<file path="src/rtl/pipe_hazard_ctrl.sv">
// Pipeline hazard controller: per-stage enables/flushes from load-use, mispredict and dmem handshake.
// Optional perf counters (stall_cycles_o, flush_count_o) are built when PIPE_PERF_EN is defined.
module pipe_hazard_ctrl #(
  parameter int unsigned MEM_TIMEOUT = 255
) (
  input  logic        clk_i,
  input  logic        rst_i,
  input  logic [4:0]  id_rs1_addr_i,
  input  logic [4:0]  id_rs2_addr_i,
  input  logic        id_rs1_used_i,
  input  logic        id_rs2_used_i,
  input  logic [4:0]  ex_rd_addr_i,
  input  logic        ex_rd_wren_i,
  input  logic        ex_is_load_i,
  input  logic        ex_mispred_i,
  input  logic        mem_op_i,
  input  logic        dmem_ack_i,
  output logic        dmem_req_o,
  output logic        pc_en_o,
  output logic        if_id_en_o,
  output logic        id_ex_en_o,
  output logic        ex_mem_en_o,
  output logic        mem_wb_en_o,
  output logic        if_id_flush_o,
  output logic        id_ex_flush_o,
  output logic        mem_wb_flush_o,
  output logic        fault_o,
  output logic [31:0] stall_cycles_o,
  output logic [31:0] flush_count_o
);

  localparam int unsigned WAIT_W = 8;
  localparam int unsigned CMP_W  = WAIT_W + 1;
  localparam int unsigned PERF_W = 32;

  typedef enum logic [1:0] {
    RUN      = 2'd0,
    MEM_WAIT = 2'd1,
    FAULT    = 2'd2
  } state_t;

  state_t              state_q, state_d;
  logic [WAIT_W-1:0]   wait_cnt_q, wait_cnt_d;
  logic                ack_c;
  logic                load_use_c;
  logic                wait_expired_c;
  logic                mispred_flush_c;

  // An ack only counts while a request is actually outstanding
  assign ack_c = mem_op_i & dmem_ack_i;

  assign load_use_c = ex_is_load_i & ex_rd_wren_i & (ex_rd_addr_i != 5'd0) &
                      ((id_rs1_used_i & (id_rs1_addr_i == ex_rd_addr_i)) |
                       (id_rs2_used_i & (id_rs2_addr_i == ex_rd_addr_i)));

  assign wait_expired_c = (CMP_W'(wait_cnt_q) + CMP_W'(1)) >= CMP_W'(MEM_TIMEOUT);

  // State and wait counter
  always_ff @(posedge clk_i) begin
    if (rst_i) begin
      state_q    <= RUN;
      wait_cnt_q <= '0;
    end else begin
      state_q    <= state_d;
      wait_cnt_q <= wait_cnt_d;
    end
  end

  // Next state and Mealy control outputs
  always_comb begin
    state_d         = state_q;
    wait_cnt_d      = wait_cnt_q;
    dmem_req_o      = 1'b0;
    pc_en_o         = 1'b1;
    if_id_en_o      = 1'b1;
    id_ex_en_o      = 1'b1;
    ex_mem_en_o     = 1'b1;
    mem_wb_en_o     = 1'b1;
    if_id_flush_o   = 1'b0;
    id_ex_flush_o   = 1'b0;
    mem_wb_flush_o  = 1'b0;
    fault_o         = (state_q == FAULT);
    mispred_flush_c = 1'b0;

    if (rst_i) begin
      state_d        = RUN;
      wait_cnt_d     = '0;
      pc_en_o        = 1'b0;
      if_id_en_o     = 1'b0;
      id_ex_en_o     = 1'b0;
      ex_mem_en_o    = 1'b0;
      mem_wb_en_o    = 1'b0;
      if_id_flush_o  = 1'b1;
      id_ex_flush_o  = 1'b1;
      mem_wb_flush_o = 1'b1;
    end else begin
      case (state_q)
        RUN, MEM_WAIT: begin
          dmem_req_o = mem_op_i;
          if ((state_q == RUN && mem_op_i && !dmem_ack_i) ||
              (state_q == MEM_WAIT && !ack_c)) begin
            // Hold everything up to EX/MEM; MEM/WB takes a bubble
            pc_en_o        = 1'b0;
            if_id_en_o     = 1'b0;
            id_ex_en_o     = 1'b0;
            ex_mem_en_o    = 1'b0;
            mem_wb_flush_o = 1'b1;
            if (state_q == RUN) begin
              state_d    = MEM_WAIT;
              wait_cnt_d = '0;
            end else begin
              wait_cnt_d = wait_cnt_q + WAIT_W'(1);
              if (wait_expired_c) begin
                state_d = FAULT;
              end
            end
          end else begin
            state_d    = RUN;
            wait_cnt_d = '0;
            // Mispredict wins: the ID instruction is wrong-path anyway
            if (ex_mispred_i) begin
              if_id_flush_o   = 1'b1;
              id_ex_flush_o   = 1'b1;
              mispred_flush_c = 1'b1;
            end else if (load_use_c) begin
              pc_en_o       = 1'b0;
              if_id_en_o    = 1'b0;
              id_ex_flush_o = 1'b1;
            end
          end
        end
        FAULT: begin
          pc_en_o     = 1'b0;
          if_id_en_o  = 1'b0;
          id_ex_en_o  = 1'b0;
          ex_mem_en_o = 1'b0;
          mem_wb_en_o = 1'b0;
        end
        default: begin
          state_d     = RUN;
          wait_cnt_d  = '0;
          pc_en_o     = 1'b0;
          if_id_en_o  = 1'b0;
          id_ex_en_o  = 1'b0;
          ex_mem_en_o = 1'b0;
          mem_wb_en_o = 1'b0;
        end
      endcase
    end
  end

`ifdef PIPE_PERF_EN
  logic [PERF_W-1:0] stall_cycles_q;
  logic [PERF_W-1:0] flush_count_q;

  // Free-running wrap-around performance counters
  always_ff @(posedge clk_i) begin
    if (rst_i) begin
      stall_cycles_q <= '0;
      flush_count_q  <= '0;
    end else begin
      if (!pc_en_o) begin
        stall_cycles_q <= stall_cycles_q + PERF_W'(1);
      end
      if (mispred_flush_c) begin
        flush_count_q <= flush_count_q + PERF_W'(1);
      end
    end
  end

  assign stall_cycles_o = stall_cycles_q;
  assign flush_count_o  = flush_count_q;
`else
  logic unused_perf_c;

  assign unused_perf_c  = mispred_flush_c;
  assign stall_cycles_o = PERF_W'(0);
  assign flush_count_o  = PERF_W'(0);
`endif

endmodule

</file>
<file path="config.mk">
export PLATFORM = sky130hd
export DESIGN_NAME = pipe_hazard_ctrl
export DESIGN_NICKNAME = d
export VERILOG_FILES = /design/src/rtl/pipe_hazard_ctrl.sv
export SDC_FILE = /design/constraint.sdc
export NUM_CORES = 1
export LEC_CHECK = 0
export CAP_MARGIN = 40
export CORE_MARGIN = 10
export CORE_UTILIZATION = 34
export DETAILED_ROUTE_END_ITERATION = 12
export PLACE_DENSITY = 0.94
export REMOVE_ABC_BUFFERS = 1
export SYNTH_ARGS = -nofsm -noshare
export SYNTH_HDL_FRONTEND = slang
export SYNTH_SLANG_ARGS = --single-unit
</file>
<file path="constraint.sdc">
create_clock -name clk_i -period 1.9 [get_ports clk_i]
set_input_delay 0.38 -clock clk_i [delete_from_list [all_inputs] [get_ports clk_i]]
set_output_delay 0.38 -clock clk_i [all_outputs]
set_load 0.1 [all_outputs]
</file>
==> results by group, run 1 <==
Status
  • Run status: complete, but fails checks
  • Violated checks: negative setup slack

Die
  • I/O pin count: 98
  • Core area: 0.003633 mm2
  • Cell Rows: 22
  • Die Height: 81.18 um
  • Initial core utilization: 0.3502
  • Full die area: 0.006589 mm2
  • Die W: 81.18 um

Worst setup path
  • Crit-path cells: buf_6 > xor2_2 > nor4_2 > a32oi_1 > o41a_1 > buf_12
  • Worst reg2reg setup slack: 0.16 ns
  • Number of buffers and inverters on the critical path: 2
  • Largest stage delay, worst path: 0.43 ns
  • Critical path's slowest cell: o41a_1
  • Crit end category: output pin
  • CP Launch Type: input port
  • Kind of critical path: input port to output pin
  • Max Fanout on Critical Path: 2
  • Critical Path RT: 1.52 ns
  • Worst Path Arrival: 1.72 ns
  • Crit path max-delay family: compound AO/OA/AOI/OAI gates

Synth
  • Synth unique cells: 40
  • Post-synthesis async set-or-reset flop share: 0
  • Post-Synthesis Cell Area: 0.001272 mm2
  • Number of synthesized register bits: 10
  • Most frequent cell after synthesis: buf_4
  • Synth Instances: 165
  • Synth Flop Type: dfxtp_1
  • Synth top area cells: buf_4 (39%), dfxtp_1 (16%), xor2_1 (5.5%)
  • Synthesized area per cell: 7.712 um2
  • List of most frequent post-synthesis cells: buf_4 (66), dfxtp_1 (10), a21oi_1 (9)
  • Share of the synthesized area in the top cell type: 0.3894
  • EDFF count, synth: 0
  • YS warnings: 0
  • Sequential-to-total area share from yosys stat: 0.1573
  • Top cell type by total area after synthesis: buf_4

Global routing
  • Largest net degree at the start of global routing: 13
  • GRT busiest layer: met2
  • First-pass GRT wire length: 5154 um
  • Initial antenna violation count: 0
  • Met3 Usage GRT: 0.02870
  • Gr ovfl total: 0
  • Number of global-route vias before repair: 1,080
  • GRT Overall Usage: 0.09758
  • Met1 Use GR: 0.1083
  • Grt met2 use: 0.1696

Detailed routing
  • # DRC: 0
  • Wirelength, routed: 3469 um
  • Router iterations before antenna repair: 5
  • Via count: 1,071
  • Via/cell ratio: 4.233
  • Iter 0 DRT Violations: 13
  • Final ANT Viol Nets: 0
  • DR WL/cell: 13.71 um

Clocking
  • CTS Buffer Depth: 2
  • Clock transition at the registers of the reported paths: 0.05 ns
  • Worst-Skew Late Latency: 0.24 ns
  • Hold bufs inserted after CTS: 0
  • CTS H-tree lvls: 1
  • Num CTS Buffers: 3
  • CTS Root Cell: clkbuf_8
  • Clk sink count: 10
  • CTS tree: done

Power
  • Worst vdd ir: 0.0005995 V
  • Pleak: 0.7555 nW
  • Pwr/cell area: 858.7 mW/mm2
  • Final total power: 0.001386 W

Job
  • Maxcap violations: 0

Timing
  • Slew Viols, Final: 0
  • Tcrit/Tclk final: 1.106
  • TNS Setup: -0.5899 ns
  • Minimum clock period: 2.101 ns
  • Final worst setup slack: -0.2008 ns
  • Final setup viols: 3
  • Fmax: 476.0 MHz
  • Unrepaired setup endpoints after global routing: yes
  • Worst Hold Margin: 0.4896 ns
  • Fin. Hold Viols: 0
  • Post-route clock skew: 0.009575 ns

Finish
  • ANT cells: 0
  • Layout cells sized above 1: 0.2390
  • Area of the multi-input gates: 832.0 um2
  • Final net count: 232
  • FILL cells: 376
  • Fin cells: 253
  • Total area of sequential cells: 201.4 um2
  • Area grow syn2layout: 26.84%

Place
  • Routability cong.: 0.8788
  • Dpl cells: 247
  • Detail Placement HPWL: 2976 um
  • IO buf count: 33

Min path
  • Worst hold path type: register to register
[metrics by stage]
step	area [um2]	util	setup WS, ns
finish	1614	0.4442	-0.2008
global route	1614	0.4442	-0.2848
detailed placement	1546	0.4256	-0.6935
global placement	1546	0.4256	-0.6633
floorplan	996.0	-	-3.517
CTS	1604	0.4415	-0.2558
[report_power, final]
part           switching, W  internal, W
Clock             0.0000910     0.000183
Combinational      0.000749     0.000143
Sequential       0.00000427     0.000215
Total              0.000845     0.000541
[path summary, 6_finish.rpt]
path                              start                    endpoint  cells past startpoint
min          wait_cnt_q[6]$_SDFFE_PP0N_  wait_cnt_q[6]$_SDFFE_PP0N_                      1
min reg2reg  wait_cnt_q[6]$_SDFFE_PP0N_  wait_cnt_q[6]$_SDFFE_PP0N_                      1
max                    id_rs1_addr_i[0]                     pc_en_o                      6
max reg2reg  wait_cnt_q[0]$_SDFFE_PP0N_     state_q[1]$_SDFFE_PP0P_                      6
[repair_timing]
action | 4_1_cts | 5_1_grt
pin swaps | 18 | 7
gates resized for setup | 65 | 6
setup buffers | 2 | 0
hold endpoints to repair | 0 | 0
setup endpoints to repair | 8 | 5
gates cloned | 0 | 0
[cells in the final DEF (no fill, tap or decap), types with 3 or more instances in the layout]
| master | count |
|---|---|
| nor2_1 | 3 |
| nor3_1 | 3 |
| buf_2 | 9 |
| nand2_1 | 7 |
| a311oi_1 | 3 |
| buf_4 | 10 |
| xor2_1 | 7 |
| buf_12 | 10 |
| clkbuf_8 | 4 |
| conb_1 | 64 |
| o21ai_0 | 4 |
| dlygate4sd2_1 | 4 |
| and2_1 | 3 |
| inv_1 | 3 |
| buf_6 | 3 |
| clkdlybuf4s50_1 | 5 |
| dfxtp_1 | 9 |
| a21oi_1 | 8 |
| nand3_1 | 6 |
[area by class of cell]
| type | instances | area share |
|---|---|---|
| multi-input cells | 145 | 0.5155 |
| inverters | 3 | 0.006977 |
| clock buffers | 4 | 0.03411 |
| flip-flops and latches | 10 | 0.1248 |
| well taps | 48 | 0.03721 |
| repair buffers | 43 | 0.2814 |
[registers in the layout (all words and copies together) (netlist names)]
signal and count:
wait_cnt_q 8, state_q 2
[metal layers]
metal  vias up  routed length, um
li1        514                  -
met1       482               1345
met2        68               1705
met3         7                361
met4         0                 57
met5         -                  0
[kinds of logic (layout without fill, tap and decap cells)]
logic type      Yosys count  count (layout)  synth area share
flops                    10              10            0.1573
simple gates             40              40            0.1829
compound gates           29              29            0.1564
xor+xnor                 10              10           0.06883
other cells               1              64          0.002947
buf+inv                  73              50            0.4120
fa+ha+maj                 2               2           0.01966
(Power assumes the default switching activity.)
==> inputs of run 2 (changes only) <==
CORE_UTILIZATION = 60   (was 34)
DONT_BUFFER_PORTS = 1   (was not set)
PLACE_DENSITY = 0.88   (was 0.94)
clock period = 2.4 ns   (was 1.9 ns; I/O delays follow)
==> run 2 against run 1 <==
- the flow now finishes without violations
- clock power shrank 44%
- total power shrank 32%
- global-route usage increased by 3.1 points
- clock skew fell by 0.0084 ns
- non-clock buffer count down 35
- die area is 34% lower
- count of clock-buffer cells in the layout unchanged
- critical path depth decreased by 1
- worst setup slack better by 0.30 ns
- via count fell by 15%
==> results by group, run 2 (synthesis gave the netlist of run 1 again) <==
Status
  • Run status: finished, final reports clean

Detailed routing
  • # DRC: 0
  • Final ANT Viol Nets: 0
  • Via/cell ratio: 4.619
  • Router iterations before antenna repair: 4
  • DR WL/cell: 15.65 um
  • Wirelength, routed: 3083 um
  • Via count: 910
  • Iter 0 DRT Violations: 28

Clocking
  • Worst-Skew Late Latency: 0.27 ns
  • Hold bufs inserted after CTS: 0
  • CTS Root Cell: clkbuf_4
  • Clock transition at the registers of the reported paths: 0.06 ns
  • CTS H-tree lvls: 1
  • CTS tree: done
  • Num CTS Buffers: 3
  • CTS Buffer Depth: 2
  • Clk sink count: 10
  • Post-CTS sizing: 0
  • Post-CTS repair timing setup buffer count: 0

Place
  • Post-Place Setup Slack: 0.08558 ns
  • Detail Placement HPWL: 2714 um
  • Routability cong.: 0.8377
  • Area after DPL: 0.001127 mm2
  • IO buf count: 0

Timing
  • Final setup viols: 0
  • Slew HR: 0.6387
  • TNS Setup: 0 ns
  • Fin. Hold Viols: 0
  • Worst-Margin Slew: 0.5464 ns
  • Tcrit/Tclk final: 0.9599
  • Post-route clock skew: 0.001202 ns
  • Minimum clock period: 2.304 ns
  • Unrepaired setup endpoints after global routing: no
  • Final worst setup slack: 0.09628 ns
  • Fmax: 434.1 MHz
  • Slew Viols, Final: 0

Finish
  • Max reg flops: 8
  • Largest register by flop count: wait_cnt_q
  • Final net count: 197
  • Area grow syn2layout: -8.554%
  • Most frequent cells in the layout: conb_1 (64), dfxtp_1 (10), a21oi_1 (9)
  • Top Registers: wait_cnt_q: 8 flops, state_q: 2 flops
  • FILL cells: 181
  • ANT cells: 0
  • Layout cells sized above 1: 0.1235
  • Post-route cell area: 0.001164 mm2
  • Commonest non-fill, non-tap cell in the layout: conb_1
  • Final core occ: 0.5871

Global routing
  • Largest net degree at the start of global routing: 14
  • Number of global-route vias before repair: 942
  • First-pass GRT wire length: 4581 um
  • Gr ovfl total: 0
  • GRT Overall Usage: 0.1290
  • Initial antenna violation count: 0

Power
  • Pwr/cell area: 806.4 mW/mm2
  • Worst vdd ir: 0.0006469 V
  • Pleak: 0.5476 nW

Job
  • Maxcap violations: 0

Die
  • Die W: 66.05 um
  • Initial core utilization: 0.6420
  • Full die area: 0.004363 mm2
  • Die Height: 66.05 um
  • I/O pin count: 98
  • Core area: 0.001982 mm2
  • Cell Rows: 16

Min path
  • Worst hold path type: input port to register
  • Min-Delay Path Depth: 1

Worst setup path
  • Reg2Reg Depth: 6
  • Largest stage delay, worst path: 0.52 ns
  • Critical Path RT: 1.92 ns
  • Crit-path cells: xor2_1 > nor4_2 > a32oi_1 > o41a_2 > buf_12
  • Crit end category: output pin
  • Critical path's slowest cell: o41a_2
  • Max Fanout on Critical Path: 3
  • Kind of critical path: input port to output pin
  • CP Launch Type: input port
  • Worst Path Arrival: 1.82 ns
run 2: changes by cell type in the layout (fill, tap and decap cells not counted), sizes merged:
cell | before | now
buf | 32 | 8
clkbuf | 5 | 4
clkdlybuf4s15 | 1 | 0
clkdlybuf4s50 | 5 | 0
dlygate4sd2 | 4 | 0
run 2: critical path: cells and delay by family:
family / cells / cell delay [ns]
AOI/OAI and AO/OA: 2 / 0.69
and+or+nand+nor: 1 / 0.28
buffers and inverters: 1 / 0.21
xor gates and xnor gates: 1 / 0.15
run 2: final timing paths:
| check | start | end | slack (ns) |
|---|---|---|---|
| worst max-delay path | ex_rd_addr_i[3] | pc_en_o | 0.1 |
| worst min-delay path | rst_i | wait_cnt_q[2]$_SDFFE_PP0N_ | 0.27 |
| worst max register to register | wait_cnt_q[0]$_SDFFE_PP0N_ | state_q[1]$_SDFFE_PP0P_ | 0.73 |
| worst min register to register | wait_cnt_q[6]$_SDFFE_PP0N_ | wait_cnt_q[6]$_SDFFE_PP0N_ | 0.49 |
run 2: routing by layer:
layer,track usage,routed length (um),up-vias
li1,-,-,442
met1,0.1094,1021,402
met2,0.2524,1559,62
met3,0.06441,473,4
met4,0.04188,29,0
met5,0,0,-
run 2: power breakdown:
part	internal, W	total, W	switching (W)	leakage (nW)
registers	0.000170	0.000174	0.00000430	0.0810
clock network	0.0000923	0.000153	0.0000607	0.0210
logic	0.0000479	0.000612	0.000564	0.446
run 2: stage by stage:
step | cells | hold WS (ns) | power [W]
after floorplan | 158 | 0.4353 | 0.0007455
after global placement | 193 | 0.4538 | 0.0007783
after detailed placement | 193 | 0.4782 | 0.0007821
after CTS | 197 | 0.2702 | 0.0009331
after global routing | 197 | 0.2680 | 0.0009615
final | 197 | 0.2693 | 0.0009383
run 2: layout make-up:
| class | instances | area [um2] | share of cell area |
|---|---|---|---|
| clock buffer | 4 | 36.28 | 0.03118 |
| inverter | 3 | 11.26 | 0.009677 |
| multi-input combinational | 145 | 797.0 | 0.6849 |
| sequential | 10 | 200.2 | 0.1720 |
| tap | 27 | 33.78 | 0.02903 |
| timing repair buffer | 8 | 85.08 | 0.07312 |
==> inputs of run 3 (changes only) <==
MAX_ROUTING_LAYER = met4   (was not set)
==> run 3 against run 2 <==
- worst setup slack unchanged
- largest power group unchanged
- fmax unchanged
- sequential cell count is the same
- register-to-register slack hardly changed
- critical path depth unchanged
- clock skew barely moved
- core utilization did not move
- sequential share of layout area is the same
- clock power hardly changed
==> results by group, run 3 (synthesis gave the netlist of run 1 again) <==
Status
  • Run status: finished, final reports clean

Timing
  • Final worst setup slack: 0.09628 ns
  • Post-route clock skew: 0.001163 ns
  • Slew HR: 0.6387
  • Slew Viols, Final: 0
  • Worst Hold Margin: 0.2692 ns
  • Final setup viols: 0
  • Fin. Hold Viols: 0
  • Unrepaired setup endpoints after global routing: no
  • Minimum clock period: 2.304 ns
  • Fmax: 434.1 MHz
  • Worst-Margin Slew: 0.5464 ns
  • Tcrit/Tclk final: 0.9599

Worst setup path
  • Setup crit start: ex_rd_addr_i[3]
  • Reg2reg start: wait_cnt_q[0]$_SDFFE_PP0N_
  • Reg2Reg Depth: 6
  • CP Launch Type: input port
  • Crit end category: output pin
  • Max Fanout on Critical Path: 3
  • Worst reg2reg setup slack: 0.73 ns
  • Worst setup path endpoint: pc_en_o
  • Kind of critical path: input port to output pin
  • Reg-to-reg critical path endpoint: state_q[1]$_SDFFE_PP0P_
  • Worst Path Arrival: 1.82 ns
  • Critical Path RT: 1.92 ns

Die
  • Core area: 0.001982 mm2
  • Cell Rows: 16
  • Die W: 66.05 um
  • Initial core utilization: 0.6420
  • I/O pin count: 98
  • Die Height: 66.05 um
  • Full die area: 0.004363 mm2

Finish
  • Total area of sequential cells: 200.2 um2
  • Fin cells: 197
  • Commonest non-fill, non-tap cell in the layout: conb_1
  • FILL cells: 181
  • Layout cells sized above 1: 0.1235
  • Most frequent cells in the layout: conb_1 (64), dfxtp_1 (10), a21oi_1 (9)
  • Max reg flops: 8
  • Post-route cell area: 0.001164 mm2
  • Area of the multi-input gates: 797.0 um2
  • Area grow syn2layout: -8.554%
  • Top Registers: wait_cnt_q: 8 flops, state_q: 2 flops
  • Final net count: 197
  • Largest register by flop count: wait_cnt_q
  • ANT cells: 0

Power
  • Switching power: 0.0006287 W
  • Combinational power share: 0.652
  • Pwr/cell area: 806.4 mW/mm2
  • Pleak: 0.5476 nW
  • Sequential share of power: 0.185
  • Internal power: 0.0003097 W
  • Final total power: 0.0009384 W
  • Worst vdd ir: 0.0006468 V
  • Net Sw Frac: 0.6700
  • Clock share of power: 0.163

Clocking
  • CTS Buffer Depth: 2
  • Num CTS Buffers: 3
  • Post-CTS repair timing setup buffer count: 0
  • Hold bufs inserted after CTS: 0
  • CTS Root Cell: clkbuf_4
  • CTS tree: done
  • Clk sink count: 10
  • CTS H-tree lvls: 1
  • Post-CTS sizing: 0
  • Worst-Skew Late Latency: 0.27 ns
  • Clock transition at the registers of the reported paths: 0.06 ns

Detailed routing
  • Final ANT Viol Nets: 0
  • Iter 0 DRT Violations: 28
  • Router iterations before antenna repair: 4
  • # DRC: 0
  • DR WL/cell: 15.65 um
  • Via/cell ratio: 4.619
  • Wirelength, routed: 3083 um
  • Via count: 910

Place
  • Area after DPL: 0.001127 mm2
  • Detail Placement HPWL: 2714 um
  • Routability cong.: 0.8505
  • IO buf count: 0
  • Dpl cells: 193
  • Post-Place Setup Slack: 0.08558 ns

Global routing
  • Largest net degree at the start of global routing: 14
  • First-pass GRT wire length: 4588 um
  • Initial antenna violation count: 0
  • GRT Overall Usage: 0.1326
  • Number of global-route vias before repair: 942
  • Gr ovfl total: 0

Min path
  • Worst hold path type: input port to register

Job
  • Maxcap violations: 0
-- run 3: cell counts in the layout (fill, tap and decap cells not counted) --
Identical to the previous run, type by type.
-- run 3: per-stage QoR --
step / util / setup TNS [ns]
floorplan: - / -11.01
finish: 0.5871 / 0
global route: 0.5871 / 0
detailed placement: 0.5688 / 0
global placement: 0.5688 / 0
CTS: 0.5871 / 0
-- run 3: how the worst min path moves through the flow --
stage | from | cells after the start | end | slack [ns]
5_1_grt | rst_i | 1 | wait_cnt_q[2]$_SDFFE_PP0N_ | 0.27
4_1_cts | rst_i | 1 | state_q[1]$_SDFFE_PP0P_ | 0.27
2_1_floorplan | wait_cnt_q[6]$_SDFFE_PP0N_ | 1 | wait_cnt_q[6]$_SDFFE_PP0N_ | 0.44
3_3_place_gp | wait_cnt_q[6]$_SDFFE_PP0N_ | 1 | wait_cnt_q[6]$_SDFFE_PP0N_ | 0.45
6_report | rst_i | 1 | wait_cnt_q[2]$_SDFFE_PP0N_ | 0.27
3_5_place_dp | wait_cnt_q[6]$_SDFFE_PP0N_ | 1 | wait_cnt_q[6]$_SDFFE_PP0N_ | 0.48
-- run 3: area by class of cell --
cell class,instances,area share
Tap cell,27,0.02903
Sequential cell,10,0.1720
Timing Repair Buffer,8,0.07312
Clock buffer,4,0.03118
Multi-Input combinational cell,145,0.6849
Inverter,3,0.009677
-- run 3: routing by layer --
layer | routed length, um | vias to the layer above | GRT usage
li1 | - | 442 | -
met1 | 1040 | 402 | 0.1113
met2 | 1559 | 62 | 0.2524
met3 | 453 | 4 | 0.06102
met4 | 29 | 0 | 0.04188
met5 | 0 | - | -
-- run 3: worst max-delay path, cell delays in order --
cell and delay (ns):
xor2_1 0.15, nor4_2 0.28, a32oi_1 0.17, o41a_2 0.52
buf_12 0.21
-- run 3: power by group through the flow --
stage | combinational [W] | clock (W) | sequential, W
after global placement | 0.000601 | 0 | 0.000177
after CTS | 0.000605 | 0.000154 | 0.000174
final | 0.000612 | 0.000153 | 0.000174
after floorplan | 0.000569 | 0 | 0.000177
after global routing | 0.000627 | 0.000160 | 0.000174
after detailed placement | 0.000605 | 0 | 0.000178
